**src/rtl/spi_flash_responder.sv**
```systemverilog
// SPI mode-0 responder emulating the 0xAB / 0x03 subset of a NOR flash.
// Bytes are served from an external byte-wide read port with one-cycle latency.
module spi_flash_responder #(
  parameter bit          START_AWAKE = 1'b1,
  parameter bit          IDLE_MISO   = 1'b1,
  parameter int unsigned SYNC_STAGES = 2
) (
  input  logic        clk,
  input  logic        reset_n,
  input  logic        spi_cs,
  input  logic        spi_sclk,
  input  logic        spi_mosi,
  output logic        spi_miso,
  output logic        mem_rd,
  output logic [23:0] mem_addr,
  input  logic [7:0]  mem_data,
  output logic        awake,
  output logic        reading
);

  localparam int unsigned AddrW = 24;
  localparam int unsigned ByteW = 8;
  localparam int unsigned CntW  = 5;
  localparam int unsigned SyncN = (SYNC_STAGES < 2) ? 2 : SYNC_STAGES;

  localparam logic [ByteW-1:0] CmdRelease = 8'hAB;
  localparam logic [ByteW-1:0] CmdRead    = 8'h03;

  typedef enum logic [2:0] {
    ST_IDLE,
    ST_CMD,
    ST_ADDR,
    ST_DATA,
    ST_IGNORE
  } state_e;

  // Synchronizers reset to 0 so a cs already low at reset release is not a falling edge.
  logic [SyncN-1:0] cs_sync_q, sclk_sync_q, mosi_sync_q;
  logic             cs_prev_q, sclk_prev_q;
  logic             cs_s, sclk_s, mosi_s;
  logic             cs_fall, sclk_rise, sclk_fall;

  always_ff @(posedge clk or negedge reset_n) begin
    if (!reset_n) begin
      cs_sync_q   <= '0;
      sclk_sync_q <= '0;
      mosi_sync_q <= '0;
      cs_prev_q   <= 1'b0;
      sclk_prev_q <= 1'b0;
    end else begin
      cs_sync_q   <= {cs_sync_q[SyncN-2:0], spi_cs};
      sclk_sync_q <= {sclk_sync_q[SyncN-2:0], spi_sclk};
      mosi_sync_q <= {mosi_sync_q[SyncN-2:0], spi_mosi};
      cs_prev_q   <= cs_s;
      sclk_prev_q <= sclk_s;
    end
  end

  assign cs_s      = cs_sync_q[SyncN-1];
  assign sclk_s    = sclk_sync_q[SyncN-1];
  assign mosi_s    = mosi_sync_q[SyncN-1];
  assign cs_fall   = cs_prev_q & ~cs_s;
  assign sclk_rise = sclk_s & ~sclk_prev_q;
  assign sclk_fall = ~sclk_s & sclk_prev_q;

  state_e           state_q, state_d;
  logic [CntW-1:0]  bit_cnt_q, bit_cnt_d;
  logic [AddrW-2:0] shift_q, shift_d;
  logic [ByteW-1:0] tx_q, tx_d;
  logic [ByteW-1:0] hold_q, hold_d;
  logic [2:0]       tx_cnt_q, tx_cnt_d;
  logic             first_q, first_d;
  logic             cap_q, cap_d;
  logic             miso_q, miso_d;
  logic             mem_rd_q, mem_rd_d;
  logic [AddrW-1:0] mem_addr_q, mem_addr_d;
  logic             awake_q, awake_d;
  logic             reading_q, reading_d;

  logic [ByteW-1:0] cmd_byte;
  logic [AddrW-1:0] addr_next;
  logic [ByteW-1:0] tx_src;

  always_ff @(posedge clk or negedge reset_n) begin
    if (!reset_n) begin
      state_q    <= ST_IDLE;
      bit_cnt_q  <= '0;
      shift_q    <= '0;
      tx_q       <= '0;
      hold_q     <= '0;
      tx_cnt_q   <= '0;
      first_q    <= 1'b0;
      cap_q      <= 1'b0;
      miso_q     <= IDLE_MISO;
      mem_rd_q   <= 1'b0;
      mem_addr_q <= '0;
      awake_q    <= START_AWAKE;
      reading_q  <= 1'b0;
    end else begin
      state_q    <= state_d;
      bit_cnt_q  <= bit_cnt_d;
      shift_q    <= shift_d;
      tx_q       <= tx_d;
      hold_q     <= hold_d;
      tx_cnt_q   <= tx_cnt_d;
      first_q    <= first_d;
      cap_q      <= cap_d;
      miso_q     <= miso_d;
      mem_rd_q   <= mem_rd_d;
      mem_addr_q <= mem_addr_d;
      awake_q    <= awake_d;
      reading_q  <= reading_d;
    end
  end

  assign cmd_byte  = {shift_q[ByteW-2:0], mosi_s};
  assign addr_next = {shift_q, mosi_s};
  // The first byte of a burst lives in tx_q; later bytes come from the prefetch register.
  assign tx_src    = first_q ? tx_q : hold_q;

  always_comb begin
    state_d    = state_q;
    bit_cnt_d  = bit_cnt_q;
    shift_d    = shift_q;
    tx_d       = tx_q;
    hold_d     = hold_q;
    tx_cnt_d   = tx_cnt_q;
    first_d    = first_q;
    cap_d      = mem_rd_q && (state_q == ST_DATA);
    miso_d     = miso_q;
    mem_rd_d   = 1'b0;
    mem_addr_d = mem_addr_q;
    awake_d    = awake_q;

    unique case (state_q)
      ST_IDLE: begin
        miso_d = IDLE_MISO;
        if (cs_fall) begin
          state_d   = ST_CMD;
          bit_cnt_d = '0;
        end
      end
      ST_CMD: begin
        if (sclk_rise) begin
          shift_d   = addr_next[AddrW-2:0];
          bit_cnt_d = bit_cnt_q + CntW'(1);
          if (bit_cnt_q == CntW'(ByteW - 1)) begin
            bit_cnt_d = '0;
            if (cmd_byte == CmdRelease) begin
              awake_d = 1'b1;
              state_d = ST_IGNORE;
            end else if (cmd_byte == CmdRead && awake_q) begin
              state_d = ST_ADDR;
            end else begin
              state_d = ST_IGNORE;
            end
          end
        end
      end
      ST_ADDR: begin
        if (sclk_rise) begin
          shift_d   = addr_next[AddrW-2:0];
          bit_cnt_d = bit_cnt_q + CntW'(1);
          if (bit_cnt_q == CntW'(AddrW - 1)) begin
            mem_addr_d = addr_next;
            mem_rd_d   = 1'b1;
            first_d    = 1'b1;
            tx_cnt_d   = '0;
            state_d    = ST_DATA;
          end
        end
      end
      ST_DATA: begin
        if (cap_q) begin
          if (first_q) tx_d = mem_data;
          else         hold_d = mem_data;
        end
        if (sclk_fall) begin
          if (tx_cnt_q == 3'd0) begin
            // Present a new byte's MSB and prefetch the following byte.
            miso_d     = tx_src[ByteW-1];
            tx_d       = {tx_src[ByteW-2:0], 1'b0};
            first_d    = 1'b0;
            mem_addr_d = mem_addr_q + AddrW'(1);
            mem_rd_d   = 1'b1;
          end else begin
            miso_d = tx_q[ByteW-1];
            tx_d   = {tx_q[ByteW-2:0], 1'b0};
          end
          tx_cnt_d = tx_cnt_q + 3'd1;
        end
      end
      ST_IGNORE: begin
        miso_d = IDLE_MISO;
      end
      default: begin
        state_d = ST_IDLE;
        miso_d  = IDLE_MISO;
      end
    endcase

    // Deselect aborts any transaction; an in-flight fetch is simply never used.
    if (cs_s && state_q != ST_IDLE) begin
      state_d  = ST_IDLE;
      miso_d   = IDLE_MISO;
      mem_rd_d = 1'b0;
    end

    reading_d = (state_d == ST_DATA);
  end

  assign spi_miso = miso_q;
  assign mem_rd   = mem_rd_q;
  assign mem_addr = mem_addr_q;
  assign awake    = awake_q;
  assign reading  = reading_q;

endmodule
```
**config.mk**
```make
export PLATFORM = sky130hd
export DESIGN_NAME = spi_flash_responder
export DESIGN_NICKNAME = d
export VERILOG_FILES = /design/src/rtl/spi_flash_responder.sv
export SDC_FILE = /design/constraint.sdc
export NUM_CORES = 1
export LEC_CHECK = 0
export CAP_MARGIN = 25
export CELL_PAD_IN_SITES_DETAIL_PLACEMENT = 2
export CELL_PAD_IN_SITES_GLOBAL_PLACEMENT = 2
export CORE_MARGIN = 5
export CORE_UTILIZATION = 45
export CTS_CLUSTER_DIAMETER = 80
export CTS_CLUSTER_SIZE = 25
export DETAILED_ROUTE_END_ITERATION = 10
export DONT_BUFFER_PORTS = 1
export HOLD_SLACK_MARGIN = 0.1
export PLACE_DENSITY_LB_ADDON = 0.08
export SYNTH_ARGS = -nofsm -noshare
export SYNTH_HDL_FRONTEND = slang
export SYNTH_SLANG_ARGS = --single-unit
```
**constraint.sdc**
```tcl
create_clock -name clk -period 6 [get_ports clk]
set_input_delay 0 -clock clk [delete_from_list [all_inputs] [get_ports clk]]
set_output_delay 0 -clock clk [all_outputs]
set_load 0.02 [all_outputs]
```
After elaboration in Yosys (flattened, before gate mapping)
Cells that the tools add are included.
- logic and storage cells: 105
- bits of input ports: 13
- output and inout port bits: 28
- flip-flop bits (word level): 87
- bitwise operators: 7
- $add $sub $neg: 3
- reduce and logical (&&, ||, !) cells: 18
- equal/unequal tests: 17
- muxes and demuxes: 43
- operators by type and width (kind ; number):
    24-bit two-way mux ; 4
    24-bit one-hot mux with 2 select lines ; 1
    8-bit two-way mux ; 5
    3-bit two-way mux ; 11
    24-bit by 1-bit adder with 24-bit output (second input constant) ; 1
    5-bit two-way mux ; 4
    5-bit one-hot mux with 3 select lines ; 1
    1-bit two-way mux ; 12
    3-bit one-hot mux with 4 select lines ; 1
    2-bit != test (second input constant) ; 5
    3-bit by 2-bit == test with 1-bit output (second input constant) ; 3
    8-bit by 2-bit == test with 1-bit output (second input constant) ; 1
    8-bit == test (second input constant) ; 1
    4-bit AND reduction ; 2
    3-bit logical NOT ; 2
    1-bit one-hot mux with 2 select lines ; 3
    3-bit one-hot mux with 2 select lines ; 1
    3-bit AND reduction ; 2
    2-bit nonzero test ; 3
    3-bit nonzero test ; 2
    5-bit by 1-bit adder with 5-bit output (second input constant) ; 1
    5-bit by 3-bit == test with 1-bit output (second input constant) ; 1
    5-bit == test (second input constant) ; 1
    5-bit AND reduction ; 1
    10 further kinds ; 19

Longest topological paths before layout
Gate-level depths: netlist of run 1.
- word-level depth: 8
- mapped depth: 8
- gate-level depth less buffers: 7

Worst setup path before layout of run 1
OpenSTA, ideal clock, no wires.
- kind: register to register
- from: reg tx_cnt_q[0]
- to: reg miso_q (netlist: spi_miso)
- period minus slack after synthesis: 1.920 ns
- arrival time: 1.832 ns
- cell stages (with the launch flop): 9
- path buffers: 1
- required time: 5.912 ns
- library setup time: 0.088 ns
- setup slack: 4.080 ns
- cells stage by stage: dfrtp_1 -> inv_1 -> ha_1 -> nor3b_1 -> buf_6 -> mux2_4 -> o32ai_2 -> a21oi_1 -> or3_1
- longest elaborated chain between the ends: 5
- ends and longest elaborated chain (item ; RTL line ; RTL):
    from (decl) ; 71 ; logic [2:0] tx_cnt_q, tx_cnt_d;
    from (signal assigned) ; 105 ; tx_cnt_q <= tx_cnt_d;
    3-bit logical NOT ; 179 ; if (tx_cnt_q == 3'd0) begin
    1-bit two-way mux ; 179 ;
    1-bit two-way mux ; 178 ; if (sclk_fall) begin
    1-bit one-hot mux with 2 select lines ; 135 ; unique case (state_q)
    1-bit two-way mux ; 203 ; if (cs_s && state_q != ST_IDLE) begin
    to (signal assigned) ; 108 ; miso_q <= miso_d;
    to (decl) ; 74 ; logic miso_q, miso_d;
No other way between the ends. The select of a mux whose other input is x is not followed.
A chain may end at the register's enable or synchronous reset.

Final worst setup path of run 1
- from: reg state_q[0]
- to: reg mem_addr_q[2] (netlist: mem_addr[2])
- longest elaborated chain between the ends: 3
- elaborated cells between the ends (all ways): 9
- classes of those cells: 6 x eq/ne; 1 x mux; 2 x reduce/logical
- ends and longest elaborated chain (item ; RTL line ; RTL):
    from (decl) ; 66 ; state_e state_q, state_d;
    from (signal assigned) ; 100 ; state_q <= state_d;
    3-bit by 2-bit == test with 1-bit output ; 135 ;
    2-bit by 1-bit != test with 1-bit output (no source line) (tied with other cells) ; n/a ;
    5-bit AND reduction (no source line) ; n/a ;
    to (signal assigned) ; 110 ; mem_addr_q <= mem_addr_d;
    to (decl) ; 76 ; logic [AddrW-1:0] mem_addr_q, mem_addr_d;
Several ways; a longest one is shown, not always the timed one.

==> results_dict.tcl, run 1 <==
set metrics [dict create \
    coreArea_um2 9640 \
    synth_compound_area_frac 0.168 \
    netlist_top_cells_area "dfrtp_1, mux2_2, a21oi_1" \
    grt_pass1_vias 3781 \
    fin_worst_skew_ns 0.0105 \
    grt_max_degree 88 \
    firstDrtPassIters 4 \
    antenna_cells 0 \
    clk_latency_ns 0.37 \
    r2r-start "state_q[0]" \
    max_slew_margin 0.420 \
    yosysTopAreaCellShare 0.491 \
    cts_tree "yes" \
    grt_usage 0.226 \
    muxShareOfSynthArea 0.104 \
    wl_per_cell_um 21.9 \
    drc 0 \
    endpoint_kind "flop" \
    die_y_um 109 \
    yosys_warnings 0 \
    htree_levels 3 \
    synthTopCellsByCount "dfrtp_1, nand2_1, a21oi_1" \
    port_buffers 0 \
    rsz0062_at_grt "false" \
    fmax_mhz 357 \
    ys_types 60 \
    drive_gt1_frac 0.161 \
    antenna_found_initial 0 \
    hold_violations 0 \
    required_ns 6.28 \
    avgSynthCellArea_um2 10.5 \
    finalCriticalPeriod_ns 2.80 \
    switching_power_mw 0.379 \
    synth_top_family_by_area "simple AND/OR/NAND/NOR gates" \
    outcome "completed" \
    cp_cell_sequence "inv_1 -> nor3_1 -> o21a_1 -> o21ai_0 -> a22oi_1" \
    numCtsBuffers 9 \
    place_congestion 0.721 \
    critPathLaunch "state_q[0]" \
    hp-class "input port to flop" \
    syn_area_um2 4390 \
    clockRootBuffer "clkbuf_8" \
    p_sw_frac 0.279 \
    dp_hpwl_um 7970 \
    routed_wl_um 12300 \
    worst_r2r_path_depth 5 \
    worstHoldStart "spi_mosi" \
    slowest_delay_ns 0.81 \
    initialDrtViolationCount 111 \
    synth_edf_count 0 \
    synth_ff_type "dfrtp_1" \
    ys_ff_latch 87 \
    power_frac_seq 0.517 \
    synthCells 419 \
    synth_top_area_cell "dfrtp_1" \
    rows 36 \
    leakage_nw 2.12 \
    synthSimpleGateAreaFrac 0.181 \
    power_density_nw_per_um2 280 \
    cp_num_buf_inv 1 \
    postSynth.asyncResetShare 1.00 \
    post_cts_resized 0 \
    gr-total-overflow 0 \
    start_util 0.455 \
    synth_xor_xnor_area_share 0.00200 \
    fin_setup_tns_ns 0 \
    power.ir.vdd_worst_uv 197 \
    arrival_ns 3.08 \
    startpoint_type "flop" \
    setup_viol 0 \
    fp.dieW_um 109 \
    grt_pass1_wl_um 20500 \
    drv_cap 0 \
    nets 441 \
    vias 3402 \
    area_growth_pct 10.4 \
    period_share 0.467 \
    syn_nets 436 \
    ys_seq_area_frac 0.497 \
    maxSlewViolCount 0 \
    hold-path-endpoint "mosi_sync_q[0]" \
    worstPathMaxFanout 21 \
    cts.sinks 87 \
    die_area_um2 11800 \
    worstSetupPathType "flop to flop" \
    synthAdderAreaFrac 0.0114 \
    comb_power_share 0.135 \
    intPower_mw 0.976 \
    finalCoreUtilization 0.502 \
    rrSetupSlack_ns 3.20 \
    cts_buffer_depth 2 \
    whs_path_depth 1 \
    ios 41 \
    r2r_end "mem_addr[2]" \
    worst_pin_slew_ns 0.869 \
    cp_top_family "compound AO/OA/AOI/OAI gates" \
    yosysMostFrequentCell "dfrtp_1" \
    crit_slowest_cell "dfrtp_1" \
    clk_pin_slew_ns 0.08 \
    antenna_left 0 \
    viasPerCell 6.05 \
    p_clk_frac 0.347 \
]
-- kinds of logic after synthesis --
kind of cell    count (synthesis)
compound gates                115
xor+xnor                        1
fa+ha+maj                       4
buf+inv                        30
flops                          87
mux                            41
other cells                     1
simple gates                  140
-- worst max-delay path by stage --
| stage | cells past startpoint | endpoint | slack [ns] |
|---|---|---|---|
| finish | 5 | mem_addr[2] | 3.20 |
| detailed placement | 4 | tx_q[1] | 3.17 |
| CTS | 5 | mem_addr[2] | 3.17 |
| floorplan | 8 | spi_miso | 4.08 |
| global placement | 5 | mem_addr[14] | 3.39 |
| global route | 5 | tx_q[6] | 2.87 |
-- registers in the layout (all words and copies together), names as in the netlist, 2 cells and up --
register and count:
mosi_sync_q 2, mem_addr 24, hold_q 8, tx_cnt_q 3, shift_q 23, state_q 3
bit_cnt_q 5, tx_q 8, sclk_sync_q 2, cs_sync_q 2
-- worst register-to-register path, cell delays in order, from the launching register on --
cell     delay (ns)
dfrtp_1        0.81
inv_1          0.28
nor3_1         0.45
o21a_1         0.74
o21ai_0        0.24
a22oi_1        0.20
-- per-layer routing --
metal	routed length [µm]	track usage	vias up
li1	-	-	1553
met4	133	0.0514	0
met3	428	0.0622	10
met5	0	0	-
met1	5360	0.278	1791
met2	6390	0.395	48
-- metrics by stage --
stage	total power [mW]	instance area, µm²	instances	hold WS [ns]	setup slack (ns)
2_1_floorplan	0.829	4390	419	-0.296	4.08
3_3_place_gp	0.860	4450	532	-0.293	3.39
3_5_place_dp	0.872	4460	533	-0.293	3.17
4_1_cts	1.37	4840	562	0.158	3.17
5_1_grt	1.43	4840	562	0.171	2.87
6_report	1.36	4840	562	0.183	3.20
-- power by group through the flow --
stage / clock network (mW) / registers (mW) / logic, mW
floorplan: 0 / 0.674 / 0.155
global route: 0.511 / 0.709 / 0.206
global placement: 0 / 0.706 / 0.154
CTS: 0.489 / 0.699 / 0.185
finish: 0.471 / 0.701 / 0.184
detailed placement: 0 / 0.710 / 0.162
-- layout by cell type, fill, tap and decap left out, types with 5 or more instances in the layout --
cell | Yosys | final
mux2_2 | 31 | 31
mux2i_1 | 9 | 9
inv_1 | 7 | 7
dlygate4sd3_1 | 0 | 12
nor3_1 | 6 | 6
nor2_1 | 26 | 25
a21oi_1 | 35 | 35
dfrtp_1 | 86 | 86
a2bb2oi_1 | 10 | 10
clkbuf_8 | 0 | 11
o22ai_1 | 11 | 11
a31oi_1 | 5 | 5
nand4_1 | 12 | 12
nor3b_1 | 6 | 6
nand2_1 | 36 | 36
o21ai_0 | 28 | 28
nand2b_1 | 6 | 6
nand3_1 | 14 | 14
-- area by class of cell --
cell class,count,area [µm²]
Clock buffer,11,151
Clock inverter,5,80.1
Fill cell,1026,4800
Inverter,7,26.3
Multi-Input combinational cell,302,2050
Sequential cell,87,2180
Tap cell,133,166
Timing Repair Buffer,17,185
-- timing repair --
item                                   4_1_cts  5_1_grt
hold buffers                                13        0
setup buffers                                0        0
endpoints found under the hold margin      106        0
Power figures use the tool's default switching activity.
==> run 2: changes to the inputs <==
--- a/config.mk
+++ b/config.mk
@@ -9,7 +9,7 @@
 export CELL_PAD_IN_SITES_DETAIL_PLACEMENT = 2
 export CELL_PAD_IN_SITES_GLOBAL_PLACEMENT = 2
 export CORE_MARGIN = 5
-export CORE_UTILIZATION = 45
+export CORE_UTILIZATION = 41
 export CTS_CLUSTER_DIAMETER = 80
 export CTS_CLUSTER_SIZE = 25
 export DETAILED_ROUTE_END_ITERATION = 10
==> constraint.sdc (replaced) <==
create_clock -name clk -period 2.85 [get_ports clk]
set_input_delay 0 -clock clk [delete_from_list [all_inputs] [get_ports clk]]
set_output_delay 0 -clock clk [all_outputs]
set_load 0.02 [all_outputs]
==> results_dict.tcl, run 2 (synthesis results as in run 1) <==
set metrics [dict create \
    outcome "completed" \
    worst_pin_slew_ns 0.674 \
    coreArea_um2 10400 \
    startpoint_type "flop" \
    die_area_um2 12900 \
    drv_cap 0 \
    worstSetupPathType "flop to flop" \
    finalCoreUtilization 0.468 \
    r2r-start "mem_addr[0]" \
    antenna_cells 0 \
    nets 448 \
    antenna_found_initial 0 \
    firstDrtPassIters 4 \
    fp.dieW_um 113 \
    worst_r2r_path_depth 6 \
    viasPerCell 5.94 \
    place_inst 542 \
    hold_violations 0 \
    rows 37 \
    leakage_nw 2.14 \
    finalCriticalPeriod_ns 2.18 \
    clk_pin_slew_ns 0.08 \
    start_util 0.423 \
    worstHoldStart "spi_cs" \
    nFillCells 1072 \
    clockRootBuffer "clkbuf_8" \
    grt_usage 0.203 \
    rsz0062_at_grt "false" \
    hold-path-endpoint "cs_sync_q[0]" \
    grt_pass1_wl_um 20600 \
    cts_buffer_depth 2 \
    gr-total-overflow 0 \
    vias 3398 \
    arrival_ns 2.44 \
    power_mw 2.75 \
    area_growth_pct 10.6 \
    required_ns 3.11 \
    initialDrtViolationCount 109 \
    fin_setup_tns_ns 0 \
    whs_path_depth 1 \
    power_density_nw_per_um2 568 \
    antenna_left 0 \
    dp_hpwl_um 8180 \
    setup_viol 0 \
    fin_worst_skew_ns 0.00664 \
    period_share 0.766 \
    drc 0 \
    fin_cells 572 \
    rrSetupSlack_ns 0.67 \
    cts.sinks 87 \
    top_usage_layer "met2" \
    largest_reg_flops 24 \
    htree_levels 3 \
    ios 41 \
    maxSlewViolCount 0 \
    grt_max_degree 88 \
    wl_per_cell_um 21.4 \
    worstPathMaxFanout 7 \
    mostFrequentLayoutCell "dfrtp_1" \
    met3_usage 0.0430 \
    place_congestion 0.737 \
    port_buffers 0 \
    clk_latency_ns 0.37 \
    cts_setup_buffers 0 \
    gr-usage-met1 0.267 \
    final_cell_mix "dfrtp_1, nand2_1, a21oi_1" \
    grt_pass1_vias 3837 \
    fmax_mhz 458 \
    met2_usage 0.340 \
    power.ir.vdd_worst_uv 312 \
    drive_gt1_frac 0.170 \
    post_dp_cell_area_um2 4500 \
    numCtsBuffers 9 \
    routed_wl_um 12200 \
    post_cts_resized 0 \
    critPathLaunch "mem_addr[0]" \
    hp-class "input port to flop" \
    cts_tree "yes" \
    die_y_um 113 \
    endpoint_kind "flop" \
    r2r_end "mem_addr[16]" \
    max_slew_margin 0.548 \
    final_area_um2 4850 \
    hold_buffers 13 \
]
## run 2: changes by cell type in the layout (fill, tap and decap cells not counted)
cell	change
bufinv_16	-1
clkbuf_8	-1
buf_8	-1
buf_4	+7
buf_6	+1
clkbuf_1	+2
clkinv_2	+2
clkinvlp_4	-2
## run 2: worst max-delay path by stage
stage          cells past startpoint  slack (ns)      endpoint
6_report                           6        0.67  mem_addr[16]
3_3_place_gp                       6        0.68  mem_addr[21]
2_1_floorplan                      8        0.93      spi_miso
3_5_place_dp                       6        0.59  mem_addr[16]
5_1_grt                            6        0.50  mem_addr[22]
4_1_cts                            6        0.57  mem_addr[21]
## run 2: where the power goes
| part | total, mW | leakage (nW) | switching (mW) | internal [mW] |
|---|---|---|---|---|
| logic | 0.423 | 0.901 | 0.226 | 0.197 |
| clock network | 0.880 | 0.100 | 0.454 | 0.426 |
| registers | 1.45 | 1.14 | 0.121 | 1.33 |
| total | 2.75 | 2.14 | 0.802 | 1.95 |
## run 2: routing by layer
layer | part of all wire | up-vias
met5 | 0 | -
met4 | 0.012 | 0
met3 | 0.034 | 11
met2 | 0.49 | 43
met1 | 0.46 | 1779
li1 | - | 1565
## run 2: critical path, cell delays in order (launching register included)
cell	delay, ns
dfrtp_1	0.55
ha_1	0.23
and2_1	0.31
nor2b_1	0.42
and2_1	0.25
a31oi_1	0.11
o22a_1	0.20
## run 2: cell type report
cell class,count,area (µm²),share of cell area
Sequential cell,87,2180,0.449
Multi-Input combinational cell,302,2050,0.423
Timing Repair Buffer,24,234,0.0482
Tap cell,136,170,0.0351
Clock buffer,12,145,0.0299
Clock inverter,4,45.0,0.00928
Inverter,7,26.3,0.00542
## run 2: metrics by stage
| step | hold slack (ns) | setup slack, ns |
|---|---|---|
| floorplan | -0.296 | 0.930 |
| global placement | -0.293 | 0.678 |
| detailed placement | -0.293 | 0.595 |
| CTS | 0.160 | 0.565 |
| global route | 0.175 | 0.500 |
| finish | 0.191 | 0.666 |
